File: src/rtl/rec_play_ctrl_pkg.sv
// Shared constants for the note record/replay sequencer: state encodings,
// note codes and default widths.
package rec_play_ctrl_pkg;

  localparam int ADDR_W_DEF   = 7;
  localparam int DUR_W_DEF    = 10;
  localparam int NOTE_W_DEF   = 3;
  localparam int TICK_DIV_DEF = 1000000;

  localparam logic [1:0] ST_IDLE  = 2'd0;
  localparam logic [1:0] ST_REC   = 2'd1;
  localparam logic [1:0] ST_FETCH = 2'd2;
  localparam logic [1:0] ST_RUN   = 2'd3;

  typedef enum logic [2:0] {
    NOTE_SPACE = 3'd0,
    NOTE_DO    = 3'd1,
    NOTE_RE    = 3'd2,
    NOTE_MI    = 3'd3,
    NOTE_FA    = 3'd4,
    NOTE_SOL   = 3'd5,
    NOTE_LA    = 3'd6,
    NOTE_SI    = 3'd7
  } note_e;

endpackage

File: src/rtl/rec_play_ctrl_tick_gen.sv
// Free-running tick divider; clr restarts the count so the next tick lands
// exactly TICK_DIV cycles later.
module rec_play_ctrl_tick_gen #(
  parameter int TICK_DIV = 1000000
) (
  input  logic sys_clk,
  input  logic rst_n,
  input  logic clr,
  output logic tick
);

  localparam int CNT_W = (TICK_DIV > 1) ? $clog2(TICK_DIV) : 1;
  localparam logic [CNT_W-1:0] CNT_LAST = CNT_W'(TICK_DIV - 1);
  localparam logic [CNT_W-1:0] CNT_ONE  = CNT_W'(1);

  logic [CNT_W-1:0] r_cnt;

  // Divider counter, wrapping at TICK_DIV-1.
  always_ff @(posedge sys_clk or negedge rst_n) begin
    if (!rst_n) begin
      r_cnt <= '0;
    end else if (clr) begin
      r_cnt <= '0;
    end else if (r_cnt == CNT_LAST) begin
      r_cnt <= '0;
    end else begin
      r_cnt <= r_cnt + CNT_ONE;
    end
  end

  assign tick = (r_cnt == CNT_LAST) & ~clr;

endmodule

File: src/rtl/rec_play_ctrl.sv
// Record/replay sequencer: run-length encodes the live note stream into the
// external note RAM and replays it tick by tick.
module rec_play_ctrl
  import rec_play_ctrl_pkg::*;
#(
  parameter int ADDR_W   = ADDR_W_DEF,
  parameter int DUR_W    = DUR_W_DEF,
  parameter int NOTE_W   = NOTE_W_DEF,
  parameter int TICK_DIV = TICK_DIV_DEF
) (
  input  logic                     sys_clk,
  input  logic                     rst_n,
  input  logic                     btn_rec,
  input  logic                     btn_play,
  input  logic                     btn_stop,
  input  logic                     btn_clear,
  input  logic [NOTE_W-1:0]        note_in,
  output logic                     mem_wr_en,
  output logic [ADDR_W-1:0]        mem_wr_addr,
  output logic [NOTE_W+DUR_W-1:0]  mem_wr_data,
  output logic [ADDR_W-1:0]        mem_rd_addr,
  input  logic [NOTE_W+DUR_W-1:0]  mem_rd_data,
  output logic [NOTE_W-1:0]        note_out,
  output logic [1:0]               state_out,
  output logic [ADDR_W:0]          len_out,
  output logic                     full
);

  localparam int LEN_W = ADDR_W + 1;
  localparam int DEPTH = 1 << ADDR_W;
  localparam logic [LEN_W-1:0] LEN_FULL = LEN_W'(DEPTH);
  localparam logic [LEN_W-1:0] LAST_IDX = LEN_W'(DEPTH - 1);
  localparam logic [LEN_W-1:0] LEN_ONE  = LEN_W'(1);
  localparam logic [DUR_W-1:0] DUR_ONE  = DUR_W'(1);
  localparam logic [DUR_W-1:0] DUR_MAX  = '1;

  logic [1:0]              r_state;
  logic [LEN_W-1:0]        r_wr_ptr;
  logic [LEN_W-1:0]        r_rd_ptr;
  logic [LEN_W-1:0]        r_len;
  logic                    r_full;
  logic                    r_run_valid;
  logic [NOTE_W-1:0]       r_cur_note;
  logic [DUR_W-1:0]        r_dur;
  logic [DUR_W-1:0]        r_remain;
  logic                    r_fetch_wait;
  logic [NOTE_W-1:0]       r_note_out;
  logic                    r_mem_wr_en;
  logic [ADDR_W-1:0]       r_mem_wr_addr;
  logic [NOTE_W+DUR_W-1:0] r_mem_wr_data;
  logic [ADDR_W-1:0]       r_mem_rd_addr;

  logic                    w_tick;
  logic                    w_tick_clr;
  logic                    w_idle;
  logic                    w_go_rec;
  logic                    w_go_play;
  logic                    w_rec_extend;
  logic                    w_wr_last;
  logic [LEN_W-1:0]        w_rd_next;
  logic [NOTE_W-1:0]       w_rd_note;
  logic [DUR_W-1:0]        w_rd_dur;

  assign w_idle       = (r_state == ST_IDLE);
  assign w_go_rec     = w_idle & ~btn_clear & btn_rec;
  assign w_go_play    = w_idle & ~btn_clear & ~btn_rec & btn_play & (r_len != '0);
  assign w_tick_clr   = w_go_rec | w_go_play;
  assign w_rec_extend = r_run_valid & (note_in == r_cur_note) & (r_dur != DUR_MAX);
  assign w_wr_last    = (r_wr_ptr == LAST_IDX);
  assign w_rd_next    = r_rd_ptr + LEN_ONE;
  assign w_rd_note    = mem_rd_data[NOTE_W+DUR_W-1:DUR_W];
  assign w_rd_dur     = mem_rd_data[DUR_W-1:0];

  rec_play_ctrl_tick_gen #(
    .TICK_DIV (TICK_DIV)
  ) u_tick_gen (
    .sys_clk (sys_clk),
    .rst_n   (rst_n),
    .clr     (w_tick_clr),
    .tick    (w_tick)
  );

  // Mode FSM with record encoder and replay sequencer.
  always_ff @(posedge sys_clk or negedge rst_n) begin
    if (!rst_n) begin
      r_state       <= ST_IDLE;
      r_wr_ptr      <= '0;
      r_rd_ptr      <= '0;
      r_len         <= '0;
      r_full        <= 1'b0;
      r_run_valid   <= 1'b0;
      r_cur_note    <= '0;
      r_dur         <= '0;
      r_remain      <= '0;
      r_fetch_wait  <= 1'b0;
      r_note_out    <= '0;
      r_mem_wr_en   <= 1'b0;
      r_mem_wr_addr <= '0;
      r_mem_wr_data <= '0;
      r_mem_rd_addr <= '0;
    end else begin
      r_mem_wr_en <= 1'b0;
      case (r_state)
        ST_IDLE: begin
          r_note_out <= '0;
          if (btn_clear) begin
            r_len    <= '0;
            r_wr_ptr <= '0;
            r_full   <= 1'b0;
          end else if (btn_rec) begin
            r_wr_ptr    <= '0;
            r_len       <= '0;
            r_full      <= 1'b0;
            r_run_valid <= 1'b0;
            r_state     <= ST_REC;
          end else if (w_go_play) begin
            r_rd_ptr      <= '0;
            r_mem_rd_addr <= '0;
            r_fetch_wait  <= 1'b0;
            r_state       <= ST_FETCH;
          end else begin
            r_state <= ST_IDLE;
          end
        end
        ST_REC: begin
          r_note_out <= note_in;
          if (btn_stop) begin
            if (r_run_valid) begin
              r_mem_wr_en   <= 1'b1;
              r_mem_wr_addr <= r_wr_ptr[ADDR_W-1:0];
              r_mem_wr_data <= {r_cur_note, r_dur};
              r_wr_ptr      <= r_wr_ptr + LEN_ONE;
              r_len         <= r_wr_ptr + LEN_ONE;
              r_full        <= w_wr_last;
            end else begin
              r_len <= r_wr_ptr;
            end
            r_run_valid <= 1'b0;
            r_note_out  <= '0;
            r_state     <= ST_IDLE;
          end else if (w_tick) begin
            if (!r_run_valid) begin
              r_cur_note  <= note_in;
              r_dur       <= DUR_ONE;
              r_run_valid <= 1'b1;
            end else if (w_rec_extend) begin
              r_dur <= r_dur + DUR_ONE;
            end else begin
              r_mem_wr_en   <= 1'b1;
              r_mem_wr_addr <= r_wr_ptr[ADDR_W-1:0];
              r_mem_wr_data <= {r_cur_note, r_dur};
              // Last slot written: stop here, the run just started is dropped.
              if (w_wr_last) begin
                r_full      <= 1'b1;
                r_len       <= LEN_FULL;
                r_run_valid <= 1'b0;
                r_note_out  <= '0;
                r_state     <= ST_IDLE;
              end else begin
                r_wr_ptr   <= r_wr_ptr + LEN_ONE;
                r_cur_note <= note_in;
                r_dur      <= DUR_ONE;
              end
            end
          end else begin
            r_state <= ST_REC;
          end
        end
        ST_FETCH: begin
          if (btn_stop) begin
            r_note_out <= '0;
            r_state    <= ST_IDLE;
          end else if (!r_fetch_wait) begin
            r_fetch_wait <= 1'b1;
          end else begin
            r_note_out   <= w_rd_note;
            r_remain     <= (w_rd_dur == '0) ? DUR_ONE : w_rd_dur;
            r_fetch_wait <= 1'b0;
            r_state      <= ST_RUN;
          end
        end
        ST_RUN: begin
          if (btn_stop) begin
            r_note_out <= '0;
            r_state    <= ST_IDLE;
          end else if (w_tick) begin
            if (r_remain > DUR_ONE) begin
              r_remain <= r_remain - DUR_ONE;
            end else if (w_rd_next == r_len) begin
              r_note_out <= '0;
              r_state    <= ST_IDLE;
            end else begin
              r_rd_ptr      <= w_rd_next;
              r_mem_rd_addr <= w_rd_next[ADDR_W-1:0];
              r_fetch_wait  <= 1'b0;
              r_state       <= ST_FETCH;
            end
          end else begin
            r_state <= ST_RUN;
          end
        end
        default: begin
          r_note_out <= '0;
          r_state    <= ST_IDLE;
        end
      endcase
    end
  end

  assign mem_wr_en   = r_mem_wr_en;
  assign mem_wr_addr = r_mem_wr_addr;
  assign mem_wr_data = r_mem_wr_data;
  assign mem_rd_addr = r_mem_rd_addr;
  assign note_out    = r_note_out;
  assign state_out   = r_state;
  assign len_out     = r_len;
  assign full        = r_full;

endmodule

File: config.mk
export PLATFORM = sky130hd
export DESIGN_NAME = rec_play_ctrl
export DESIGN_NICKNAME = d
export VERILOG_FILES = /design/src/rtl/rec_play_ctrl_pkg.sv /design/src/rtl/rec_play_ctrl_tick_gen.sv /design/src/rtl/rec_play_ctrl.sv
export SDC_FILE = /design/constraint.sdc
export NUM_CORES = 1
export LEC_CHECK = 0
export ABC_AREA = 1
export BUFFER_PORTS_ARGS = -buffer_cell sky130_fd_sc_hd__buf_2
export CORE_UTILIZATION = 55
export CTS_BUF_LIST = sky130_fd_sc_hd__clkbuf_2
export DETAILED_ROUTE_END_ITERATION = 16
export MAX_ROUTING_LAYER = met4
export PLACE_DENSITY_LB_ADDON = 0.3
export SLEW_MARGIN = 20
export SYNTH_ARGS = -nofsm -noshare
export SYNTH_HDL_FRONTEND = slang
export SYNTH_SLANG_ARGS = --single-unit
File: constraint.sdc
create_clock -name sys_clk -period 6.1 [get_ports sys_clk]
set_clock_uncertainty 0.15 [all_clocks]
set_input_delay 1.22 -clock sys_clk [delete_from_list [all_inputs] [get_ports sys_clk]]
set_output_delay 1.22 -clock sys_clk [all_outputs]
set_load 0.05 [all_outputs]
# After elaboration in Yosys (flattened, before gate mapping)
# Cells that the tools add are included.
[word_totals]
register_bits = 103
in_bits = 22
out_inout_bits = 42
elab_cells = 208
[op_classes]
add_sub_neg = 5
magnitude_cmp = 1
n_eq_ne = 38
muxes = 115
bitwise_logic = 13
reduce_logical = 20
[ops]
columns = ["cell", "count"]
rows = [
  ["8-bit two-way mux", 20],
  ["10-bit two-way mux", 9],
  ["7-bit two-way mux", 12],
  ["13-bit two-way mux", 5],
  ["8-bit one-hot mux with 2 select lines", 3],
  ["3-bit two-way mux", 14],
  ["20-bit two-way mux", 2],
  ["6-bit AND reduction", 5],
  ["1-bit two-way mux", 29],
  ["2-bit two-way mux", 14],
  ["3-bit != test, second input constant", 9],
  ["2-bit != test, second input constant", 13],
  ["20-bit by 1-bit adder with 20-bit output, second input constant", 1],
  ["20-bit == test, second input constant", 1],
  ["10-bit one-hot mux with 2 select lines", 1],
  ["8-bit by 1-bit adder with 8-bit output, second input constant", 2],
  ["4-bit != test, second input constant", 4],
  ["4-bit AND reduction", 4],
  ["7-bit one-hot mux with 2 select lines", 1],
  ["3-bit one-hot mux with 4 select lines", 1],
  ["10-bit by 1-bit adder with 10-bit output, second input constant", 1],
  ["10-bit by 1-bit > comparator with 1-bit output, second input constant", 1],
  ["10-bit zero test", 1],
  ["10-bit != test, second input constant", 1],
  ["21 further kinds", 38],
]

# Depth between registers and ports, before layout
# Gate-level depths: netlist of the first run.
[logic_depth]
depth_word = 11
depth_mapped = 14
mapped_depth_nobuf = 14

# Modules after synthesis
# A second synthesis of the first run with hierarchy kept.
[unflattened]
cells_unflattened = 744
area_unflattened_um2 = 5711.7
[modules_own_cells]
columns = ["module", "instances", "cells_each", "area_each_um2", "seq_area_each_um2"]
rows = [
  ["rec_play_ctrl", 1, 592, 4546.9, 1901.8],
  ["rec_play_ctrl_tick_gen", 1, 152, 1164.9, 500.5],
]

# Worst setup path after synthesis of the first run
# OpenSTA, ideal clock, no wires.
[synth_path]
kind = "input -> register"
from = "input port btn_stop"
to = "register r_rd_ptr[0]"
setup_time_ps = 117
arrival_time_ps = 2299
required_time_ps = 5833
path_slack_ps = 3533
path_stages = 7
path_buffers = 1
cell_sequence = "buf_2 -> nor2_1 -> a21oi_1 -> nor3_2 -> nand3_2 -> nand2_1 -> nand2_1"
[synth_via]
elab_chain_len = 2
[synth_lines]
columns = ["item", "line_no", "source"]
rows = [
  ["from (decl)", "rec_play_ctrl.sv:15", "input logic btn_stop,"],
  ["2-bit != test (no source line)", "n/a", ""],
  ["8-bit AND reduction (no source line)", "n/a", ""],
  ["to (signal assigned)", "rec_play_ctrl.sv:193", "r_rd_ptr <= w_rd_next;"],
  ["to (decl)", "rec_play_ctrl.sv:39", "logic [LEN_W-1:0] r_rd_ptr;"],
]
# Every way passes these cells.
# A chain may end at the register's enable or synchronous reset.

# Final worst setup path of the first run
[layout_path]
from = "register r_state[1] (netlist: state_out[1])"
to = "register r_rd_ptr[6]"
[layout_via]
elab_chain_len = 10
elab_cells_between_ends = 20
cone_classes = "eq/ne (8); mux (1); bitwise (8); reduce/logical (3)"
[layout_lines]
columns = ["item", "line_no", "source"]
rows = [
  ["from (decl)", "rec_play_ctrl.sv:37", "logic [1:0] r_state;"],
  ["from (signal assigned)", "rec_play_ctrl.sv:86", "r_state <= ST_IDLE;"],
  ["from (signal assigned)", "rec_play_ctrl.sv:115", "r_state <= ST_REC;"],
  ["from (signal assigned)", "rec_play_ctrl.sv:120", "r_state <= ST_FETCH;"],
  ["2-bit zero test", "rec_play_ctrl.sv:64, rec_play_ctrl.sv:103", ""],
  ["1-bit AND", "rec_play_ctrl.sv:65, rec_play_ctrl.sv:66", ""],
  ["1-bit AND (3 in a row)", "rec_play_ctrl.sv:66", "assign w_go_play = w_idle & ~btn_clear & ~btn_rec & btn_play & (r_len != '0);"],
  ["1-bit bitwise OR", "rec_play_ctrl.sv:67", "assign w_tick_clr = w_go_rec | w_go_play;"],
  ["1-bit NOT", "rec_play_ctrl_tick_gen.sv:31", "assign tick = (r_cnt == CNT_LAST) & ~clr;"],
  ["1-bit AND", "rec_play_ctrl_tick_gen.sv:31", ""],
  ["2-bit by 1-bit != test with 1-bit output (no source line)", "n/a", ""],
  ["8-bit AND reduction (no source line)", "n/a", ""],
]
# Parallel ways exist; a longest one is shown, timed or not.

==> metrics, run 1 <==
CORE AREA 10400 um^2; layout cell share with drive strength beyond 1 0.171; CP Capture Type flip-flop; RSZ-0062 raised after global routing no; Req. time, crit path 6440 ps; Post-synth ARST share 1.00; worst-margin pin slew 809 ps; Avg WL per Cell 13.3 um; Layout area overhead 7.27%; Inserted Clock Buffers 9; area of the multi-input gates 2980 um^2; crit-path leading delay family simple AND/OR/NAND/NOR gates; cell accounting for the most synthesized area dfrtp_1; global route hottest layer met2; Yosys top cell area share 0.408; average instance area after synthesis 7.58 um^2; Buffers & Inverters on Critical Path 1; Total GRT Usage 0.253; grt met3 use 0.0340; Yosys warnings 0; # diodes 0; met2 Usage GRT 0.409; PwrDens 389 nW/um^2; post-route ant nets 0; Main synth FF type dfrtp_1; latest clock arrival within the worst-skew pair 610 ps; grt total ovfl 0; maxcap violations 0; Die H 105 um; GPL Wtd Cong 0.939; starting density of the core 0.568; largest net degree at the start of global routing 66; DRC 0; CTS-repair resized insts 0; fin crit share 0.533; first-pass detailed-route iteration total 5; Cell Chain, Critical Path ha_1, inv_1, nor2_1, a21oi_1, nor3_2, nand3_2, nand2_1, nand2_1; setup ws final 2850 ps; Die Wd 105 um; Slowest cell on crit path ha_1; number of unique standard cell types used by synthesis 41; outcome complete, no violations; clock root buffer clkbuf_2; fmax 308 MHz; Critical Path Start Type flip-flop; Hold Vio Cnt, Final 0; CTS tree built; setup bufs post-CTS 0; syn_nets 810; Seq. cell area 2400 um^2; most frequent cells after synthesis 184 x nand2_1, 96 x dfrtp_1, 89 x nor2_1; I/O pins 64; Mapped Area 5890 um^2; critical path type flip-flop to flip-flop; initial antenna violation count 0; setup TNS 0 ps; CP max FO 20; grt met1 use 0.330; vias in the first global route 4900; cell count after synthesis 777; Hold-fix buffers, CTS 0; nets 860; leak pwr 3.06 nW; sequential area share after synthesis 0.408; largest cells by area after synthesis dfrtp_1 41%, nand2_1 12%, nor2_1 5.7%; # rows 37; vias 5240; Post-synth EDFFs 0; HP Class input pin to asynchronous set/reset pin; top-count cell post-synth nand2_1; die footprint 11100 um^2; H-tree levels 3; setup violators final 0; Reg clk slew, reported paths 280 ps; IO Port Bufs 63; FF+latch count, synth 96; Slew headroom 0.461; first-pass GRT wire length 22000 um; vias per inst 5.41; Arr. time, crit path 3590 ps; Period minus WS final 3250 ps; drt total wl 12900 um; Filler cells 972; CTS Sinks 96; Final Slew Violations 0; worst slack, placed 2680 ps; Initial DRC Count 358; most used cell, CP nand2_1; Peak VDD IR 0.249 mV; crit-path max cell delay 630 ps; post-DP HPWL 9600 um; clock tree buffer depth 2
==> registers in the layout, summed over array words and instances (netlist names) <==
| name | flops |
|---|---|
| full | 1 |
| len_out | 8 |
| mem_wr_addr | 7 |
| mem_wr_data | 13 |
| mem_wr_en | 1 |
| note_out | 3 |
| r_cur_note | 3 |
| r_dur | 10 |
| r_fetch_wait | 1 |
| r_rd_ptr | 8 |
| r_remain | 10 |
| r_run_valid | 1 |
| r_wr_ptr | 8 |
| state_out | 2 |
| u_tick_gen.r_cnt | 20 |
==> per-layer routing <==
layer  up-vias  share of wire
met5         -              0
met3        22          0.043
met2       132           0.47
li1       2626              -
met4         0          0.017
met1      2460           0.46
==> report_power, final <==
part           switching [mW]  leakage [nW]  internal (mW)
clock                   0.218        0.0674         0.0942
combinational           0.873          1.76          0.336
sequential              0.149          1.24          0.788
==> path summary, 6_finish.rpt <==
| check | start | end | slack, ps | cells after the start |
|---|---|---|---|---|
| max in group asynchronous | rst_n | len_out[0] | 4310 | 2 |
| setup / recovery | state_out[1] | r_rd_ptr[6] | 2850 | 8 |
| setup reg to reg | state_out[1] | r_rd_ptr[6] | 2850 | 8 |
| hold / removal | rst_n | note_out[2] | 330 | 1 |
| min in group sys_clk | u_tick_gen.r_cnt[0] | u_tick_gen.r_cnt[0] | 340 | 1 |
| hold reg to reg | u_tick_gen.r_cnt[0] | u_tick_gen.r_cnt[0] | 340 | 1 |
==> cell usage in the layout, fill, tap and decap left out, drive strengths merged <==
cell | netlist | routed
and3 | 1 | 1
o221ai | 1 | 1
o211ai | 8 | 8
o21a | 6 | 6
nand3b | 1 | 1
nor3 | 15 | 15
nand4 | 26 | 26
o31ai | 1 | 1
xor2 | 19 | 19
clkbuf | 4 | 10
buf | 21 | 64
nor3b | 1 | 1
or2 | 3 | 3
bufinv | 0 | 1
nand2 | 198 | 198
nor4 | 5 | 5
inv | 86 | 87
a21oi | 22 | 22
dfrtp | 96 | 96
nand3 | 56 | 56
nor2 | 106 | 106
ha | 11 | 11
a31oi | 8 | 8
xnor2 | 5 | 5
clkinv | 2 | 5
o2111ai | 1 | 1
o21ai | 74 | 74
clkinvlp | 0 | 1
==> metrics by stage <==
step                std cells  hold WS, ps  instance area (um^2)  power, mW   util
floorplan                 777          283                  5890       1.91      -
global placement          952          304                  6200       2.12  0.598
detailed placement        952          313                  6200       2.15  0.598
CTS                       968          333                  6310       2.46  0.609
global route              968          340                  6310       2.64  0.609
finish                    968          328                  6310       2.46  0.609
==> layout make-up <==
type | count | share of cell area
Clock buffer | 10 | 0.00793
Clock inverter | 6 | 0.00931
Inverter | 88 | 0.0523
Multi-Input combinational cell | 568 | 0.472
Sequential cell | 96 | 0.380
Tap cell | 136 | 0.0269
Timing Repair Buffer | 64 | 0.0515
==> cells by family (layout without fill, tap and decap cells) <==
family,count (synthesis),in the layout,synth area share
AO/OA/AOI/OAI,121,121,0.122
AND/OR/NAND/NOR,412,412,0.325
flip-flops,96,96,0.408
adder cells (fa/ha/maj),11,11,0.0234
XOR/XNOR,24,24,0.0357
buffers and inverters,113,168,0.0865
Note: power is estimated with default switching activity, not from simulation.
==> run 2, diff against run 1 <==
- clock period: 6.1 -> 3.2 ns (I/O delays scaled with it)
==> run 2 against run 1 <==
Die area is the same. Final cell count grew 0.41%. Worst setup slack lost 2300 ps. Fmax grew 22%. Non-clock buffer count grew 5. Critical endpoint is now r_wr_ptr[4].
==> metrics, run 2 (same netlist as run 1, synthesis figures left out) <==
outcome complete, no violations; setup bufs post-CTS 0; RSZ-0062 raised after global routing no; Hold WS 10.1 ps; Reg with most FFs u_tick_gen.r_cnt; Cell Chain, Critical Path inv_1, ha_1, inv_1, nor2_4, inv_1, o2111ai_4, nand2_1, o21ai_2; Slowest cell on crit path o2111ai_4; DRC 0; Total GRT Usage 0.262; Slew headroom 0.352; clock root buffer clkbuf_2; CTS-repair resized insts 0; Hold-fix buffers, CTS 0; latest clock arrival within the worst-skew pair 590 ps; fmax 375 MHz; # diodes 0; critical path type flip-flop to flip-flop; Critical R2R Capture r_wr_ptr[4]; grt total ovfl 0; H-tree levels 3; Initial DRC Count 314; Die Wd 105 um; Layout area overhead 7.74%; clock tree buffer depth 2; CTS Sinks 96; CTS tree built; crit-path leading delay family compound AO/OA/AOI/OAI gates; leak pwr 3.08 nW; commonest non-fill, non-tap cells in the layout 184 x nand2_1, 96 x dfrtp_1, 89 x nor2_1; Hold Vio Cnt, Final 0; Period minus WS final 2670 ps; Avg WL per Cell 13.5 um; IO Port Bufs 63; fin crit share 0.834; worst r2r src state_out[1]; Die H 105 um; largest net degree at the start of global routing 78; vias in the first global route 4901; maxcap violations 0; vias per inst 5.40; Final Slew Violations 0; drt total wl 13100 um; post-route ant nets 0; GPL Wtd Cong 0.895; setup TNS 0 ps; Peak VDD IR 0.505 mV; die footprint 11100 um^2; crit-path max cell delay 520 ps; Inserted Clock Buffers 9; setup violators final 0; I/O pins 64; nets 865; first-pass detailed-route iteration total 5; CP Capture Type flip-flop; Core Util, Final 0.612; CORE AREA 10400 um^2; starting density of the core 0.568; worst-margin pin slew 973 ps; max reg flops 20; first-pass GRT wire length 22600 um; most used cell, CP inv_1; vias 5253; register-to-register path setup slack 530 ps; HP Class input pin to asynchronous set/reset pin; Critical Path Start Type flip-flop; R2R cell count 8; post-DP HPWL 9750 um; layout cell share with drive strength beyond 1 0.175; Buffers & Inverters on Critical Path 3; most common cell after layout, fill and taps aside nand2_1; PwrDens 740 nW/um^2; Reg clk slew, reported paths 220 ps; initial antenna violation count 0; CP max FO 16; Req. time, crit path 3580 ps; # rows 37; Arr. time, crit path 3040 ps
## run 2: cell types whose count changed in the layout (fill, tap and decap cells not counted)
cell and change:
nor2_2 -1, clkinv_1 -1, clkbuf_2 +1, inv_6 -1, nor2_1 +1, buf_4 +5
## run 2: stage by stage
step | instance area (um^2) | power (mW) | instances | worst slack [ps]
3_3_place_gp | 6240 | 4.07 | 957 | 744
2_1_floorplan | 5890 | 3.64 | 777 | 855
6_report | 6340 | 4.69 | 972 | 533
3_5_place_dp | 6240 | 4.13 | 957 | 605
4_1_cts | 6340 | 4.70 | 972 | 552
5_1_grt | 6340 | 5.03 | 972 | 264
## run 2: cell type report
type                       instances  area [um^2]
multi-input combinational        568         2980
timing repair buffer              69          363
sequential                        96         2400
tap                              136          170
clock inverter                     4         46.3
fill                             988         4030
clock buffer                      11         55.1
inverter                          88          330
## run 2: worst max path at each step
stage / start / to / slack [ps] / cells after the start
3_5_place_dp: state_out[1] / r_wr_ptr[0] / 610 / 8
3_3_place_gp: state_out[1] / r_wr_ptr[4] / 740 / 8
2_1_floorplan: state_out[0] / mem_wr_addr[0] / 850 / 13
5_1_grt: state_out[1] / r_wr_ptr[4] / 260 / 8
4_1_cts: state_out[1] / r_wr_ptr[4] / 550 / 8
6_report: state_out[1] / r_wr_ptr[4] / 530 / 8
## run 2: worst reg2reg max path, delay by kind of cell (launching register included)
kind,cells,cell delay (ps)
simple gates,2,380
flops,1,490
buf+inv,3,530
fa+ha+maj,1,450
compound gates,2,610
## run 2: where the power goes
part / leakage [nW] / switching (mW) / internal [mW]
Combinational: 1.78 / 1.65 / 0.673
Clock: 0.0654 / 0.392 / 0.179
Sequential: 1.24 / 0.296 / 1.50
## run 2: per-layer routing
| layer | routed length, um | global-route usage | part of all wire | vias to the layer above |
|---|---|---|---|---|
| met5 | 0 | - | 0 | - |
| met3 | 603 | 0.0439 | 0.046 | 20 |
| met4 | 263 | 0.101 | 0.020 | 0 |
| li1 | - | - | - | 2653 |
| met2 | 6110 | 0.407 | 0.47 | 134 |
| met1 | 6150 | 0.345 | 0.47 | 2446 |
